===== src/rtl/msrv32_dmem_pkg.sv =====
// msrv32 data-memory access controller: shared types.
// FSM state and access-size encodings.
package msrv32_dmem_pkg;

  typedef enum logic [1:0] {
    ST_IDLE  = 2'd0,
    ST_BUSY  = 2'd1,
    ST_DONE  = 2'd2,
    ST_FAULT = 2'd3
  } state_e;

  localparam logic [1:0] SZ_BYTE = 2'b00;
  localparam logic [1:0] SZ_HALF = 2'b01;
  localparam logic [1:0] SZ_WORD = 2'b10;

endpackage


===== src/rtl/msrv32_store_align.sv =====
// msrv32 store alignment: byte strobes, lane-replicated data
// and misalignment detection from size and address LSBs.
module msrv32_store_align
  import msrv32_dmem_pkg::*;
(
  input  logic [1:0]  i_size,
  input  logic [1:0]  i_addr_lsb,
  input  logic [31:0] i_rs2,
  output logic [3:0]  o_mask,
  output logic [31:0] o_data,
  output logic        o_misaligned
);

  // size 2'b11 falls through to the word case
  always_comb begin
    o_mask       = 4'b1111;
    o_data       = i_rs2;
    o_misaligned = (i_addr_lsb != 2'b00);
    case (i_size)
      SZ_BYTE: begin
        o_mask       = 4'b0001 << i_addr_lsb;
        o_data       = {4{i_rs2[7:0]}};
        o_misaligned = 1'b0;
      end
      SZ_HALF: begin
        o_mask       = 4'b0011 << {i_addr_lsb[1], 1'b0};
        o_data       = {2{i_rs2[15:0]}};
        o_misaligned = i_addr_lsb[0];
      end
      default: ;
    endcase
  end

endmodule


===== src/rtl/msrv32_dmem_access_ctrl.sv =====
// msrv32 data-memory access controller: holds one bus
// transaction, stalls the pipeline, captures load data.
module msrv32_dmem_access_ctrl
  import msrv32_dmem_pkg::*;
#(
  parameter int unsigned TIMEOUT_CYCLES = 255
) (
  input  logic        ms_riscv32_mp_clk_in,
  input  logic        ms_riscv32_mp_rst_in,
  input  logic        mem_rd_req_in,
  input  logic        mem_wr_req_in,
  input  logic [31:0] iadder_in,
  input  logic [1:0]  access_size_in,
  input  logic [31:0] rs2_in,
  output logic [31:0] ms_riscv32_mp_dmaddr_out,
  output logic        ms_riscv32_mp_dmrd_req_out,
  output logic        ms_riscv32_mp_dmwr_req_out,
  output logic [3:0]  ms_riscv32_mp_dmwr_mask_out,
  output logic [31:0] ms_riscv32_mp_dmdata_out,
  input  logic [31:0] ms_riscv32_mp_dmdata_in,
  input  logic        ahb_ready_in,
  input  logic        ahb_resp_in,
  output logic [31:0] lu_data_out,
  output logic [1:0]  lu_addr_lsb_out,
  output logic        stall_out,
  output logic        done_out,
  output logic        misaligned_out,
  output logic        access_fault_out
);

  localparam int unsigned CW =
    (TIMEOUT_CYCLES == 0) ? 1 : $clog2(TIMEOUT_CYCLES + 1);
  localparam int unsigned LIM_I =
    (TIMEOUT_CYCLES == 0) ? 0 : TIMEOUT_CYCLES - 1;
  localparam logic [CW-1:0] LIM = LIM_I[CW-1:0];
  localparam bit TO_EN = (TIMEOUT_CYCLES != 0);

  logic        clk;
  logic        rst;
  state_e      r_state;
  state_e      w_next;
  logic [CW-1:0] r_cnt;
  logic [31:0] r_addr;
  logic [1:0]  r_lsb;
  logic [3:0]  r_mask;
  logic [31:0] r_data;
  logic        r_rd;
  logic        r_wr;
  logic        r_mis;
  logic        r_flt;
  logic [31:0] r_lu_data;
  logic [1:0]  r_lu_lsb;
  logic        w_req;
  logic        w_busy;
  logic        w_timeout;
  logic [3:0]  w_mask;
  logic [31:0] w_data;
  logic        w_mis;

  assign clk       = ms_riscv32_mp_clk_in;
  assign rst       = ms_riscv32_mp_rst_in;
  assign w_req     = mem_rd_req_in | mem_wr_req_in;
  assign w_busy    = (r_state == ST_BUSY);
  assign w_timeout = TO_EN && (r_cnt == LIM);

  msrv32_store_align u_align (
    .i_size       (access_size_in),
    .i_addr_lsb   (iadder_in[1:0]),
    .i_rs2        (rs2_in),
    .o_mask       (w_mask),
    .o_data       (w_data),
    .o_misaligned (w_mis)
  );

  // next-state decode
  always_comb begin
    w_next = r_state;
    case (r_state)
      ST_IDLE:
        if (w_req)
          w_next = w_mis ? ST_FAULT : ST_BUSY;
      ST_BUSY:
        if (ahb_ready_in)
          w_next = ahb_resp_in ? ST_FAULT : ST_DONE;
        else if (w_timeout)
          w_next = ST_FAULT;
      default:
        w_next = ST_IDLE;
    endcase
  end

  // state register
  always_ff @(posedge clk or posedge rst) begin
    if (rst) r_state <= ST_IDLE;
    else     r_state <= w_next;
  end

  // latch the bus transaction on accept; store beats load
  always_ff @(posedge clk or posedge rst) begin
    if (rst) begin
      r_addr <= '0;
      r_lsb  <= '0;
      r_mask <= '0;
      r_data <= '0;
      r_rd   <= 1'b0;
      r_wr   <= 1'b0;
    end else if (r_state == ST_IDLE && w_req && !w_mis) begin
      r_addr <= {iadder_in[31:2], 2'b00};
      r_lsb  <= iadder_in[1:0];
      r_mask <= mem_wr_req_in ? w_mask : 4'b0000;
      r_data <= mem_wr_req_in ? w_data : 32'h0;
      r_rd   <= ~mem_wr_req_in;
      r_wr   <= mem_wr_req_in;
    end
  end

  // wait-cycle counter, cleared on BUSY entry
  always_ff @(posedge clk or posedge rst) begin
    if (rst)
      r_cnt <= '0;
    else if (r_state == ST_IDLE)
      r_cnt <= '0;
    else if (w_busy && !ahb_ready_in)
      r_cnt <= r_cnt + 1'b1;
  end

  // one-cycle flags, only ever high in FAULT
  always_ff @(posedge clk or posedge rst) begin
    if (rst) begin
      r_mis <= 1'b0;
      r_flt <= 1'b0;
    end else begin
      r_mis <= (r_state == ST_IDLE) && w_req && w_mis;
      r_flt <= w_busy &&
               (ahb_ready_in ? ahb_resp_in : w_timeout);
    end
  end

  // load-unit capture on a clean load completion
  always_ff @(posedge clk or posedge rst) begin
    if (rst) begin
      r_lu_data <= '0;
      r_lu_lsb  <= '0;
    end else if (w_busy && ahb_ready_in && !ahb_resp_in && r_rd) begin
      r_lu_data <= ms_riscv32_mp_dmdata_in;
      r_lu_lsb  <= r_lsb;
    end
  end

  assign ms_riscv32_mp_dmaddr_out    = r_addr;
  assign ms_riscv32_mp_dmrd_req_out  = w_busy & r_rd;
  assign ms_riscv32_mp_dmwr_req_out  = w_busy & r_wr;
  assign ms_riscv32_mp_dmwr_mask_out = r_mask;
  assign ms_riscv32_mp_dmdata_out    = r_data;
  assign lu_data_out      = r_lu_data;
  assign lu_addr_lsb_out  = r_lu_lsb;
  assign stall_out        = ((r_state == ST_IDLE) & w_req) | w_busy;
  assign done_out         = (r_state == ST_DONE);
  assign misaligned_out   = r_mis;
  assign access_fault_out = r_flt;

endmodule


===== config.mk =====
export PLATFORM = sky130hd
export DESIGN_NAME = msrv32_dmem_access_ctrl
export DESIGN_NICKNAME = d
export VERILOG_FILES = /design/src/rtl/msrv32_dmem_pkg.sv /design/src/rtl/msrv32_store_align.sv /design/src/rtl/msrv32_dmem_access_ctrl.sv
export SDC_FILE = /design/constraint.sdc
export NUM_CORES = 1
export LEC_CHECK = 0
export CAP_MARGIN = 10
export CORE_ASPECT_RATIO = 2
export CORE_UTILIZATION = 39
export CTS_CLUSTER_DIAMETER = 100
export DETAILED_ROUTE_END_ITERATION = 8
export PLACE_DENSITY_LB_ADDON = 0.05
export SLEW_MARGIN = 15
export SYNTH_ARGS = -nofsm -noshare
export SYNTH_HDL_FRONTEND = slang
export SYNTH_SLANG_ARGS = --single-unit
export TNS_END_PERCENT = 30

===== constraint.sdc =====
create_clock -name ms_riscv32_mp_clk_in -period 3.64 [get_ports ms_riscv32_mp_clk_in]
set_clock_uncertainty 0.15 [all_clocks]
set_input_delay 0.364 -clock ms_riscv32_mp_clk_in [delete_from_list [all_inputs] [get_ports ms_riscv32_mp_clk_in]]
set_output_delay 0.364 -clock ms_riscv32_mp_clk_in [all_outputs]
set_load 0.05 [all_outputs]

==> run metrics, run 1 <==
Max VDD drop=0.000712 V; status=completed; Final nets=707; Synth warnings=0; # DRC=0; TNS Setup=0 ns; die area=13600 um^2; DRT Wirelength=about 13 mm; CTS tree=built; max-slew violations=0; Design Area, Final=7990 um^2; final hold viol count=0; clock slew at reported path FFs=0.06 ns; post-synthesis sequential area ratio=56.6%; crit path launch type=flop; share of layout cells above drive strength 1=21.8%; First-pass DRT Iterations=4; Post-DP Area=~7400 um^2; Routed Antenna Nets=0; diodes inserted=0; Std-Cell Rows=58; cts hold-fix bufs=0; area delta synth->final=55.7%; routed length per instance=17.7 um; Synth Instances=a little under 400; via-per-instance ratio=5.08; vias in the first global route=4190; MaxCap Viol Count=0; Netlist cell types=38; worst-margin pin slew=0.727 ns; Min-Delay Path Class=in -> async; H-tree depth=4; postcts setup bufs=0; Worst Path Class, Setup=reg -> out; Post-DP HPWL=9.82 mm; normalized max-slew margin=51.5%; Iteration-0 DRC Markers=between 100 and 150; Die Span X=about 83 um; die height=between 150 and 200 um; Min Hold Slack=approximately 0.26 ns; cts bufs inserted=17; clk sink count=116; CTS max path bufs=2; global route overflow=0; largest net degree at the start of global routing=71; fmax=339 MHz; Yosys reg bits=between 100 and 150; Port Buf Inserts=roughly 210; post_cts resized=0; CP Data Arrival Time=2.44 ns; PwrDens=1030 nW/um^2; GRT Total Usage=between 20% and 30%; Placeable Area=12700 um^2; fin crit share=81.0%; Ports=212; Synth Cell Area=5130 um^2; final setup violation count=0; Vias=3881; worst path required time=3.13 ns; GP Congestion=0.777; initial antenna violation count=0; RSZ-0062 raised after global routing=no; syn avg cell area=roughly 13 um^2; LEAKAGE=3.45 nW; root buffer cell=clkbuf_16; first-pass GRT wire length=21.5 mm; Clk Latency, worst-skew pair=0.41 ns; initial core utilization=40.4%; CP Max Fanout=14; CP Capture Type=primary output; Final Critical Period=2.95 ns
==> cell families (layout without fill, tap and decap cells) <==
group                      Yosys count  after routing  synth area share [%]
other                                1              2                0.0731
muxes                              121            121                  26.0
adders and majority gates            2              2                 0.488
AOI/OAI and AO/OA                   49             49                  6.17
buffers and inverters               39            260                  3.66
and+or+nand+nor                     63             63                  6.88
xor gates and xnor gates             1              1                 0.171
DFF                                116            116                  56.6
==> path summary, 6_finish.rpt <==
kind	start	end	slack [ns]	cells after the start
worst max register to register	r_state[0]$_DFFE_PP0P_	lu_data_out[4]$_DFFE_PP0P_	1.58	4
min in group ms_riscv32_mp_clk_in	lu_data_out[25]$_DFFE_PP0P_	lu_data_out[25]$_DFFE_PP0P_	0.33	1
worst min register to register	lu_data_out[25]$_DFFE_PP0P_	lu_data_out[25]$_DFFE_PP0P_	0.33	1
worst min-delay path	ms_riscv32_mp_rst_in	ms_riscv32_mp_dmaddr_out[28]$_DFFE_PP0P_	0.26	2
worst max-delay path	r_state[1]$_DFFE_PP0P_	stall_out	0.69	4
max in group asynchronous	ms_riscv32_mp_rst_in	lu_data_out[4]$_DFFE_PP0P_	2.28	3
==> critical path, stage by stage (launching register included) <==
cell and delay (ns):
dfrtp_1 0.52, nor2_1 0.35, o21ai_0 0.24, nand2_1 0.12, clkdlybuf4s50_1 0.80
==> through the flow <==
step / util, % / cells / setup slack [ns] / power (mW)
2_1_floorplan: - / 393 / 0.0536 / 5.05
3_3_place_gp: 58.0 / 732 / 1.03 / 6.53
3_5_place_dp: 58.0 / 732 / 1.00 / 6.59
4_1_cts: 62.9 / 764 / 0.687 / 8.34
5_1_grt: 62.9 / 764 / 0.501 / 8.60
6_report: 62.9 / 764 / 0.690 / 8.26
==> state kept, by name (all words and copies together) (netlist names) <==
signal / cells
r_rd: 1
ms_riscv32_mp_dmdata_out: 32
r_lsb: 2
access_fault_out: 1
r_wr: 1
misaligned_out: 1
lu_addr_lsb_out: 2
r_cnt: 8
ms_riscv32_mp_dmaddr_out: 30
r_state: 2
lu_data_out: 32
ms_riscv32_mp_dmwr_mask_out: 4
==> cell usage after synthesis <==
library cell | count | area (um^2)
dfrtp_1 | 116 | 2900
clkinv_1 | 2 | 7.51
o21bai_1 | 2 | 15.0
mux2_2 | 83 | 935
or3_1 | 2 | 12.5
o221ai_1 | 1 | 8.76
o31ai_1 | 3 | 22.5
conb_1 | 1 | 3.75
or4_1 | 2 | 15.0
or2_2 | 2 | 12.5
nor2_1 | 13 | 48.8
inv_1 | 10 | 37.5
o41ai_1 | 1 | 8.76
clkbuf_1 | 9 | 33.8
ha_1 | 2 | 25.0
nor2b_1 | 11 | 68.8
nand2_1 | 13 | 48.8
nand3_1 | 3 | 15.0
a22o_1 | 3 | 26.3
nand2b_1 | 2 | 12.5
mux2i_1 | 25 | 250
buf_4 | 5 | 37.5
and3_1 | 1 | 6.26
o311ai_0 | 1 | 8.76
a21oi_1 | 14 | 70.1
nand4_1 | 2 | 12.5
or3b_2 | 8 | 70.1
buf_6 | 1 | 11.3
mux2_1 | 13 | 146
or3b_1 | 1 | 8.76
nand4b_1 | 1 | 8.76
o2bb2ai_1 | 3 | 26.3
and2_1 | 2 | 12.5
buf_2 | 12 | 60.1
xnor2_1 | 1 | 8.76
a211oi_1 | 8 | 60.1
o21ai_0 | 11 | 55.1
o211ai_1 | 2 | 15.0
==> final cells by class <==
cell class,count,area (um^2)
fill,1034,4710
sequential,116,2900
timing repair buffer,216,2170
multi-input combinational,238,2060
clock buffer,20,467
tap,150,188
clock inverter,12,154
inverter,12,47.5
==> report_power, final <==
| part | internal [mW] | switching [mW] |
|---|---|---|
| Clock | 1.13 | 0.593 |
| Combinational | 1.60 | 2.74 |
| Sequential | 1.88 | 0.315 |
==> layout by cell type, fill, tap and decap left out, drive strengths merged, types with 8 or more instances in the layout <==
cell type      synthesis  final
mux2                  96     96
a21oi                 14     14
clkbuf                 9     20
clkinv                 2      8
nor2b                 11     11
mux2i                 25     25
o21ai                 11     11
dfrtp                116    116
a211oi                 8      8
nand2                 13     13
clkdlybuf4s50          0    209
or3b                   9      9
nor2                  13     13
inv                   10     10
==> layer usage <==
layer / global-route usage [%] / vias to the layer above / routed length [um]
met5: 0 / - / 0
met2: 38.9 / 154 / 7540
li1: - / 1808 / -
met3: 6.03 / 24 / 859
met4: 9.33 / 0 / 367
met1: 20.3 / 1895 / 4720
(Power assumes the default switching activity.)
==> run 2, diff against run 1 <==
Clock period 3.64 ns to 2.64 ns, I/O delays scaled along.
==> run metrics, run 2 (synthesis gave the netlist of run 1 again) <==
PnR worst setup slack=0.260 ns (-0.430 ns); die area=13600 um^2 (unchanged); GP Congestion=0.717 (-7.8%); area delta synth->final=55.6%; first-pass GRT wire length=21.4 mm (-0.39%); Port Buf Inserts=209 (unchanged); DRT Wirelength=13.5 mm (-0.22%); clk sink count=116 (unchanged); status=completed; initial core utilization=40.4% (unchanged); cts bufs inserted=17 (unchanged); root buffer cell=clkbuf_16; H-tree depth=4 (unchanged); Clk Latency, worst-skew pair=0.40 ns (about the same); crit path launch type=flop; final hold viol count=0 (unchanged); worst path required time=2.23 ns (-0.90 ns); initial antenna violation count=0 (unchanged); First-pass DRT Iterations=4 (unchanged); slack of the worst reg-to-reg path=0.62 ns (-0.96 ns); highest-count cells in the layout ignoring fill and taps=clkdlybuf4s50_1 (206), dfrtp_1 (116), mux2_2 (83); Final Critical Period=approximately 2.4 ns; Ports=212 (unchanged); diodes inserted=0 (unchanged); # DRC=0 (unchanged); vias in the first global route=4126 (-1.5%); Routed Antenna Nets=0 (unchanged); die height=164 um (unchanged); max-slew violations=0 (unchanged); MaxCap Viol Count=0 (unchanged); via-per-instance ratio=5.02 (-1.1%); routed length per instance=17.6 um (-0.48%); PwrDens=1400 nW/um^2 (+36%); fin crit share=90.2%; Setup WS pre-CTS=0.347 ns (-0.654 ns); Placeable Area=12700 um^2 (unchanged); Post-DP HPWL=9.80 mm (-0.12%); LEAKAGE=3.47 nW (+0.66%); commonest non-fill, non-tap cell in the layout=clkdlybuf4s50_1; final setup violation count=0 (unchanged); share of layout cells above drive strength 1=22.1% (+0.25 points); CTS max path bufs=2 (unchanged); TNS Setup=0 ns (unchanged); cts hold-fix bufs=0 (unchanged); CP Data Arrival Time=1.97 ns (-0.47 ns); normalized max-slew margin=58.6% (+7.1 points); Max VDD drop=0.000876 V (+23%); CP Max Fanout=14 (unchanged); clock slew at reported path FFs=0.06 ns (about the same); Die Span X=83.1 um (unchanged); largest net degree at the start of global routing=86 (+21%); Iteration-0 DRC Markers=104 (-19%); GRT Total Usage=20.3% (-0.23 points); Final nets=711 (+0.57%); CP Capture Type=primary output; Min-Delay Path Class=in -> async; fmax=between 400 and 500 MHz; RSZ-0062 raised after global routing=no; CTS tree=built; Vias=3848 (-0.85%); Worst Path Class, Setup=reg -> out; Fill cells=1025 (-0.87%); global route overflow=0 (unchanged); worst-margin pin slew=0.619 ns (-0.108 ns); Std-Cell Rows=58 (unchanged)
## run 2: what timing repair did
item	CTS	global route
buffers inserted	0	0
endpoints found under the setup margin	0	2
resized for setup	0	2
## run 2: worst max-delay path: stages (launching register included)
cell             delay [ns]
dfrtp_1                0.58
nor2b_1                0.18
clkdlybuf4s50_1        0.81
## run 2: path summary, 6_finish.rpt
path | startpoint | end | cells past startpoint
worst max-delay path | r_state[1]$_DFFE_PP0P_ | done_out | 2
worst min-delay path | ms_riscv32_mp_rst_in | ms_riscv32_mp_dmaddr_out[23]$_DFFE_PP0P_ | 2
max in group asynchronous | ms_riscv32_mp_rst_in | ms_riscv32_mp_dmdata_out[6]$_DFFE_PP0P_ | 3
worst max register to register | r_state[1]$_DFFE_PP0P_ | r_cnt[7]$_DFFE_PP0P_ | 3
worst min register to register | lu_data_out[25]$_DFFE_PP0P_ | lu_data_out[25]$_DFFE_PP0P_ | 1
min in group ms_riscv32_mp_clk_in | ms_riscv32_mp_dmdata_in[1] | lu_data_out[1]$_DFFE_PP0P_ | 2
## run 2: report_power, final
group          leakage (nW)  total, mW  switching, mW  internal, mW
sequential             1.44       3.04          0.448          2.59
clock                 0.267       2.13          0.781          1.35
combinational          1.76       6.00           3.77          2.23
## run 2: through the flow
stage               std cells  total power, mW  utilization [%]  area, um^2  hold WS, ns
global route              766             11.7             62.8        7980       0.0739
floorplan                 393             6.97                -        5140        0.196
finish                    766             11.2             62.8        7980       0.0576
global placement          736             9.03             58.4        7420        0.316
CTS                       766             11.3             62.8        7970       0.0565
detailed placement        736             9.13             58.4        7420        0.324
## run 2: layout make-up
type	instances	area, um^2	share of cell area [%]
Sequential cell	116	2900	36.4
Clock inverter	9	81.3	1.02
Tap cell	150	188	2.35
Clock buffer	21	470	5.90
Inverter	12	48.8	0.612
Multi-Input combinational cell	238	2060	25.8
Timing Repair Buffer	220	2230	27.9
## run 2: routing by layer
layer,up-vias,part of all wire [%],GRT usage [%]
met2,154,54,37.1
met4,0,2.6,8.31
li1,1805,-,-
met1,1867,36,21.4
met5,-,0,0
met3,22,6.7,6.38
